<file path="config.mk">
export PLATFORM = sky130hd
export DESIGN_NAME = state_seq_ctrl
export DESIGN_NICKNAME = d
export VERILOG_FILES = /design/src/rtl/state_seq_ctrl.sv
export SDC_FILE = /design/constraint.sdc
export NUM_CORES = 1
export LEC_CHECK = 0
export CAP_MARGIN = 15
export CORE_MARGIN = 5
export CORE_UTILIZATION = 24
export CTS_CLUSTER_SIZE = 10
export DETAILED_ROUTE_END_ITERATION = 12
export PLACE_DENSITY = 0.76
export SLEW_MARGIN = 5
export SYNTH_ARGS = -nofsm -noshare
export SYNTH_HDL_FRONTEND = slang
export SYNTH_SLANG_ARGS = --single-unit
</file>
<file path="constraint.sdc">
create_clock -name clk -period 1.5 [get_ports clk]
set_input_delay 0.15 -clock clk [delete_from_list [all_inputs] [get_ports clk]]
set_output_delay 0.15 -clock clk [all_outputs]
set_load 0.03 [all_outputs]
</file>
<file path="src/rtl/state_seq_ctrl.sv">
// state_seq_ctrl
//   Sequencer for a bank of NUM_WORDS enable-gated word registers that feeds a
//   permutation/round core. It loads the bank one word per input handshake,
//   pulses core_start, waits for core_done, captures the core result into all
//   words at once, then streams the bank out one word per output handshake.
//   Only enables, selects and handshakes are produced here; the word
//   registers and the core live outside this block.
//
// Ports
//   clk, rst              clock; asynchronous active-low reset
//   in_data/in_valid      input word stream; in_ready is high only in LOAD
//   wr_en                 per-word register enable (bit i -> word i)
//   wr_data               data for the bank when src_sel=0 (== in_data)
//   src_sel               0: bank loads wr_data, 1: bank loads core result
//   core_start/core_done  one-cycle start pulse / result-valid from the core
//   rd_sel                output mux index into the bank
//   out_valid/out_ready   output word stream (bank[rd_sel])
//   busy                  low only when idle in LOAD with no word accepted
module state_seq_ctrl #(
  parameter int WORD_W    = 32,
  parameter int NUM_WORDS = 4,
  parameter int CNT_W     = 2
) (
  input  logic                 clk,
  input  logic                 rst,
  input  logic [WORD_W-1:0]    in_data,
  input  logic                 in_valid,
  output logic                 in_ready,
  output logic [NUM_WORDS-1:0] wr_en,
  output logic [WORD_W-1:0]    wr_data,
  output logic                 src_sel,
  output logic                 core_start,
  input  logic                 core_done,
  output logic [CNT_W-1:0]     rd_sel,
  output logic                 out_valid,
  input  logic                 out_ready,
  output logic                 busy
);

  typedef enum logic [1:0] {
    LOAD   = 2'd0,
    START  = 2'd1,
    WAIT   = 2'd2,
    UNLOAD = 2'd3
  } state_e;

  localparam logic [CNT_W-1:0] LAST_IDX = CNT_W'(NUM_WORDS - 1);

  state_e           fsm_q, fsm_d;
  logic [CNT_W-1:0] cnt_q, cnt_d;

  always_ff @(posedge clk or negedge rst) begin
    if (!rst) begin
      fsm_q <= LOAD;
      cnt_q <= '0;
    end else begin
      fsm_q <= fsm_d;
      cnt_q <= cnt_d;
    end
  end

  assign wr_data = in_data;
  assign busy    = !((fsm_q == LOAD) && (cnt_q == '0));

  always_comb begin
    fsm_d      = fsm_q;
    cnt_d      = cnt_q;
    in_ready   = 1'b0;
    wr_en      = '0;
    src_sel    = 1'b0;
    core_start = 1'b0;
    out_valid  = 1'b0;
    rd_sel     = '0;

    case (fsm_q)
      LOAD: begin
        in_ready = 1'b1;
        if (in_valid) begin
          wr_en = NUM_WORDS'(1) << cnt_q;
          if (cnt_q == LAST_IDX) begin
            cnt_d = '0;
            fsm_d = START;
          end else begin
            cnt_d = cnt_q + 1'b1;
          end
        end
      end

      START: begin
        core_start = 1'b1;
        fsm_d      = WAIT;
      end

      WAIT: begin
        // src_sel stays high for the whole wait so the bank input mux is
        // already settled on the core result when core_done arrives.
        src_sel = 1'b1;
        if (core_done) begin
          wr_en = '1;
          cnt_d = '0;
          fsm_d = UNLOAD;
        end
      end

      UNLOAD: begin
        out_valid = 1'b1;
        rd_sel    = cnt_q;
        if (out_ready) begin
          if (cnt_q == LAST_IDX) begin
            cnt_d = '0;
            fsm_d = LOAD;
          end else begin
            cnt_d = cnt_q + 1'b1;
          end
        end
      end

      default: begin
        cnt_d = '0;
        fsm_d = LOAD;
      end
    endcase
  end

endmodule

</file>
==> key figures <==
Status
  • Failing checks: setup timing
  • Status: finished, violations left

Layout
  • Most frequent cells in the layout: buf_4, buf_6, ha_4
  • Layout cells sized above 1: 78.3%
  • Final net count: 132
  • Non-Filler Instances: 114
  • Fin util: 36.2%
  • Most common cell after layout, fill and taps aside: buf_4
  • Synth-to-layout area growth: 44.1%
  • Cell area after layout: 997 um^2
  • Layout fillers: 274
  • Diode count: 0

Worst setup path
  • Worst setup path class: reg2reg
  • Required @ worst endpoint: 1610 ps
  • Crit-path max FO: 3
  • Endpoint type of the worst setup path: register
  • Arr. time, crit path: 1760 ps
  • Cells on worst reg2reg path: 5
  • Critical Path Source Type: register

CTS
  • Clk sinks: 4
  • TritonCTS clock tree: yes
  • Worst-path clk slew: 40 ps
  • Clock Tree Root: clkbuf_4
  • H-tree lvl count: 1
  • Later-pin clock latency in the skew report: 230 ps
  • Cts-stage hold buffer count: 0
  • CTS buffer count: 3
  • Maximum clock path buffer count: 2

Global route
  • Number of global-route vias before repair: 540
  • First-pass GRT wire length: 2.46 mm
  • GR Overflow Total: 0
  • GR Util All Layers: 7.85%
  • Initial antenna violation count: 0
  • Largest net degree at the start of global routing: 6

Synth
  • Yosys warning count: 0
  • Average size of a mapped cell: 8.99 um^2
  • Post-synthesis simple-gate area fraction: 19.7%
  • Main combinational cell family by area after synthesis: buffers and inverters
  • XOR/XNOR share of the synthesized area: 0%
  • Yosys cell types: 19
  • Compound-gate portion of the synthesized area: 5.61%
  • Number of synthesized flops with an enable pin: 0
  • Mapped Nets: 124
  • Top FF cell, synth: dfrtp_1
  • Multiplexer share of the synthesized area: 4.70%
  • Post-Synth Adder-Cell Area: 18.1%
  • Yosys reg bits: 4
  • Cell area after synthesis: 692 um^2
  • Sequential area share after synthesis: 14.5%
  • Gate Count Post-Synth: 77
  • Async set-reset flop share out of synthesis: 100%

STA
  • Slew headroom: 79.8%
  • TNS Setup: -660 ps
  • Fin crit period: 1650 ps
  • Unrepaired setup endpoints after global routing: yes
  • Fin crit share: 110%
  • Fmax: 606 MHz
  • Slew @ Worst Pin: 302 ps
  • Hold Vio Cnt, Final: 0
  • Final setup viols: 9
  • Setup Skew: 2.92 ps
  • Slew Limit Fails: 0
  • Worst setup margin: -149 ps

Detailed routing
  • Iter 0 DRT Violations: 18
  • Pre-antenna DRT Iters: 2
  • Wire per inst: 15.0 um
  • Antenna viol nets, final: 0
  • Via-to-Cell Ratio: 4.39
  • DRC Markers: 0
  • Final wirelength: 1.71 mm
  • Vias: 500

Floorplan
  • Die outline width: 63.7 um
  • Row count: 19
  • Die H: 63.7 um
  • Initial Util: 25.1%
  • Die area: 0.00406 mm^2
  • Core footprint: 0.00276 mm^2
  • I/O pin count: 80

Pwr
  • Leakage: 0.000434 uW
  • Design Power: 2560 uW
  • Peak VDD IR: 1.32 mV
  • Pwr Density: 2570 mW/mm^2

Placement
  • Final HPWL DP: 1.25 mm
  • Placed Instances: 105
  • Routability Congestion: 0.766
  • Placed Area: 759 um^2
  • Count of input and output buffers: 15

Job
  • Number of max-cap violations: 0

Min path
  • Hold crit path type: in2async
## cells by family (layout without fill, tap and decap cells)
logic type,after synthesis,count (layout)
buf+inv,37,43
simple gates,17,17
fa+ha+maj,10,10
compound gates,6,6
flops,4,4
mux,3,3
## synthesized netlist by cell type (all sizes together) (2+ instances only)
| master | instances | share of area, % |
|---|---|---|
| a21oi | 4 | 2.9 |
| and2 | 2 | 1.8 |
| buf | 32 | 35 |
| dfrtp | 4 | 14 |
| ha | 10 | 18 |
| inv | 5 | 2.7 |
| mux2 | 2 | 3.3 |
| nand2 | 3 | 1.6 |
| nand3 | 4 | 2.9 |
| nor2b | 2 | 4.0 |
| nor4 | 2 | 6.1 |
## final cells by class
| type | count | area, um^2 | area share, % |
|---|---|---|---|
| Tap cell | 31 | 38.8 | 3.89 |
| Sequential cell | 4 | 100 | 10.0 |
| Clock buffer | 3 | 22.5 | 2.26 |
| Inverter | 5 | 18.8 | 1.88 |
| Timing Repair Buffer | 35 | 325 | 32.6 |
| Multi-Input combinational cell | 36 | 492 | 49.3 |
## critical path, stage by stage (launching register included)
cell and delay (ps):
dfrtp_1 410, buf_6 140, ha_4 150, nor2b_4 140, nor4_4 340, mux2_4 340
## report_power, final
| group | leakage, uW | internal, uW | switching, uW |
|---|---|---|---|
| clock network | 0.0000138 | 89.1 | 39.2 |
| logic | 0.000372 | 1170 | 1030 |
| registers | 0.0000486 | 168 | 54.2 |
## through the flow
step	hold slack, ps	setup slack [ps]
2_1_floorplan	-146	-83.9
6_report	119	-149
3_3_place_gp	300	-122
5_1_grt	126	-185
4_1_cts	118	-113
3_5_place_dp	300	-162
## flip-flops by register name (all words and copies together) (netlist names)
signal / count
cnt_q: 2
fsm_q: 2
## per-layer routing
metal  wire length (um)  track usage (%)  up-vias
li1                   -                -      231
met1                531             6.57      234
met2                925             13.8       29
met3                222             4.62        6
met4                 25             4.94        0
met5                  0                0        -
## final timing paths
kind	to	start	slack, ps
setup / recovery	fsm_q[1]	fsm_q[1]	-150
hold / removal	cnt_q[0]	rst	120
setup reg to reg	fsm_q[1]	fsm_q[1]	-150
hold reg to reg	cnt_q[1]	cnt_q[1]	650
max in group asynchronous	fsm_q[0]	rst	1220
min in group clk	wr_data[13]	in_data[13]	300
## timing repair
| action | 4_1_cts | 5_1_grt |
|---|---|---|
| cloned | 0 | 0 |
| gates resized for setup | 23 | 15 |
| setup endpoints to repair | 6 | 11 |
| pin swaps | 4 | 8 |
| setup buffers | 6 | 1 |
No activity file was read; power rests on OpenSTA's default activity.
==> patch: new RTL, same flow settings <==
Reset style: synchronous (`rst`), changed in one clocked block. Comments in the files are not updated.
--- a/src/rtl/state_seq_ctrl.sv
+++ b/src/rtl/state_seq_ctrl.sv
@@ -49,7 +49,7 @@
   state_e           fsm_q, fsm_d;
   logic [CNT_W-1:0] cnt_q, cnt_d;
 
-  always_ff @(posedge clk or negedge rst) begin
+  always_ff @(posedge clk) begin
     if (!rst) begin
       fsm_q <= LOAD;
       cnt_q <= '0;
Check against the original RTL: differs if rst is asserted again (counterexample within 4 cycles, from zero or initial values and one cycle with rst low); with rst held inactive, the same outputs for 10 cycles.
==> patch against the original RTL <==
Design area shrank 27%; critical path depth shrank 1; synthesized area down 0.90%; global-route usage is 1.7 points lower; die area decreased by 0.77%; count of clock-buffer cells in the layout stayed put; clock skew decreased by 2.0 ps; sequential cell count unchanged; routed wire length down 23%; non-clock buffer count decreased by 16; setup slack improved by 190 ps; largest cell class unchanged.
Power is left out: it rests on default switching activity, and per cell area and clock period it moved more than threefold.
==> patch: results <==
export IMPL_grt_pass1_vias=427
export IMPL_grt_use_total_pct=6.19
export IMPL_dp_hpwl_um=1100
export IMPL_cts_buffers=3
export IMPL_run_status="complete, no violations"
export IMPL_drt_total_wl_um=1310
export IMPL_synth_fp_nets=128
export IMPL_synthArstFlopShare_pct=0
export IMPL_arrival_ps=1610
export IMPL_crit_fanout=5
export IMPL_antenna_found_initial=0
export IMPL_grt_max_degree=8
export IMPL_n_antenna_cell=0
export IMPL_first_pass_iters=2
export IMPL_slew_headroom_pct=80.1
export IMPL_ys_top_cells_by_count="buf_4, ha_1, nand2_1"
export IMPL_ys_types=17
export IMPL_fin_worst_skew_ps=0.869
export IMPL_hold_path_class="input port to primary output"
export IMPL_htreeDepth=1
export IMPL_dpl_cell_area_um2=656
export IMPL_drive_above_1_share_pct=49.3
export IMPL_final_nets=120
export IMPL_via_per_inst=4.39
export IMPL_yosys_top_cells_area="buf_4, ha_1, dfxtp_1, nor4_4, mux2i_1"
export IMPL_gp_congestion=0.722
export IMPL_critical_path_max_stage_delay_ps=360
export IMPL_yosys_most_used_dff="dfxtp_1"
export IMPL_reg_top3="cnt_q (2), fsm_q (2)"
export IMPL_cts_root_buffer_cell="clkbuf_4"
export IMPL_worst_path_max_delay_cell="dfxtp_4"
export IMPL_clockBufferDepth=2
export IMPL_whs_path_depth=0
export IMPL_clk_latency_ps=230
export IMPL_yosysWarnings=0
export IMPL_yosysSeqAreaShare_pct=11.7
export IMPL_r2r_cells=4
export IMPL_synth_cells=81
export IMPL_synth_top_cell_by_area="buf_4"
export IMPL_path_clk_slew_ps=30
export IMPL_numPortBuffers=15
export IMPL_grt_pass1_wl_um=2010
export IMPL_fill_cells=297
export IMPL_drt_iter0_markers=15
export IMPL_crit_family="simple AND/OR/NAND/NOR gates"
[patch: metal layers]
layer | part of all wire [%] | global-route usage [%] | vias up
li1 | - | - | 211
met2 | 49 | 8.88 | 30
met3 | 15 | 4.44 | 10
met5 | 0 | 0 | -
met4 | 2.4 | 3.90 | 0
met1 | 34 | 6.40 | 197
[patch: area by class of cell]
class	count	area share (%)
clock buffers	3	3.08
well taps	31	5.30
flip-flops and latches	4	12.0
repair buffers	19	21.0
multi-input cells	41	55.9
inverters	4	2.74
[patch: through the flow]
stage                     utilization, %  setup slack, ps  cells  TNS [ps]  hold slack (ps)
after floorplan                        -             8.65     81         0              297
after global placement              23.8             8.22     98         0              300
after detailed placement            23.8             -101     98      -260              300
after CTS                           25.1             18.0    101         0              300
after global routing                26.5            -11.8    102     -11.8              300
final                               26.5             41.2    102         0              300
[patch: cell families after synthesis]
family	share of synthesized area, %
buffers and inverters	37.2
and+or+nand+nor	22.6
adders and majority gates	18.2
AOI/OAI and AO/OA	4.38
muxes	5.84
DFF	11.7
[patch: path summary, 6_finish.rpt]
kind                 to  slack, ps       start
max reg2reg    fsm_q[0]         40    fsm_q[0]
max            fsm_q[0]         40    fsm_q[0]
min          wr_data[2]        300  in_data[2]
min reg2reg    fsm_q[0]        520    fsm_q[0]
[patch: what timing repair did]
item | 4_1_cts | 5_1_grt
setup buffers | 0 | 1
pin swaps | 0 | 3
setup endpoints to repair | 9 | 8
gates resized for setup | 8 | 8
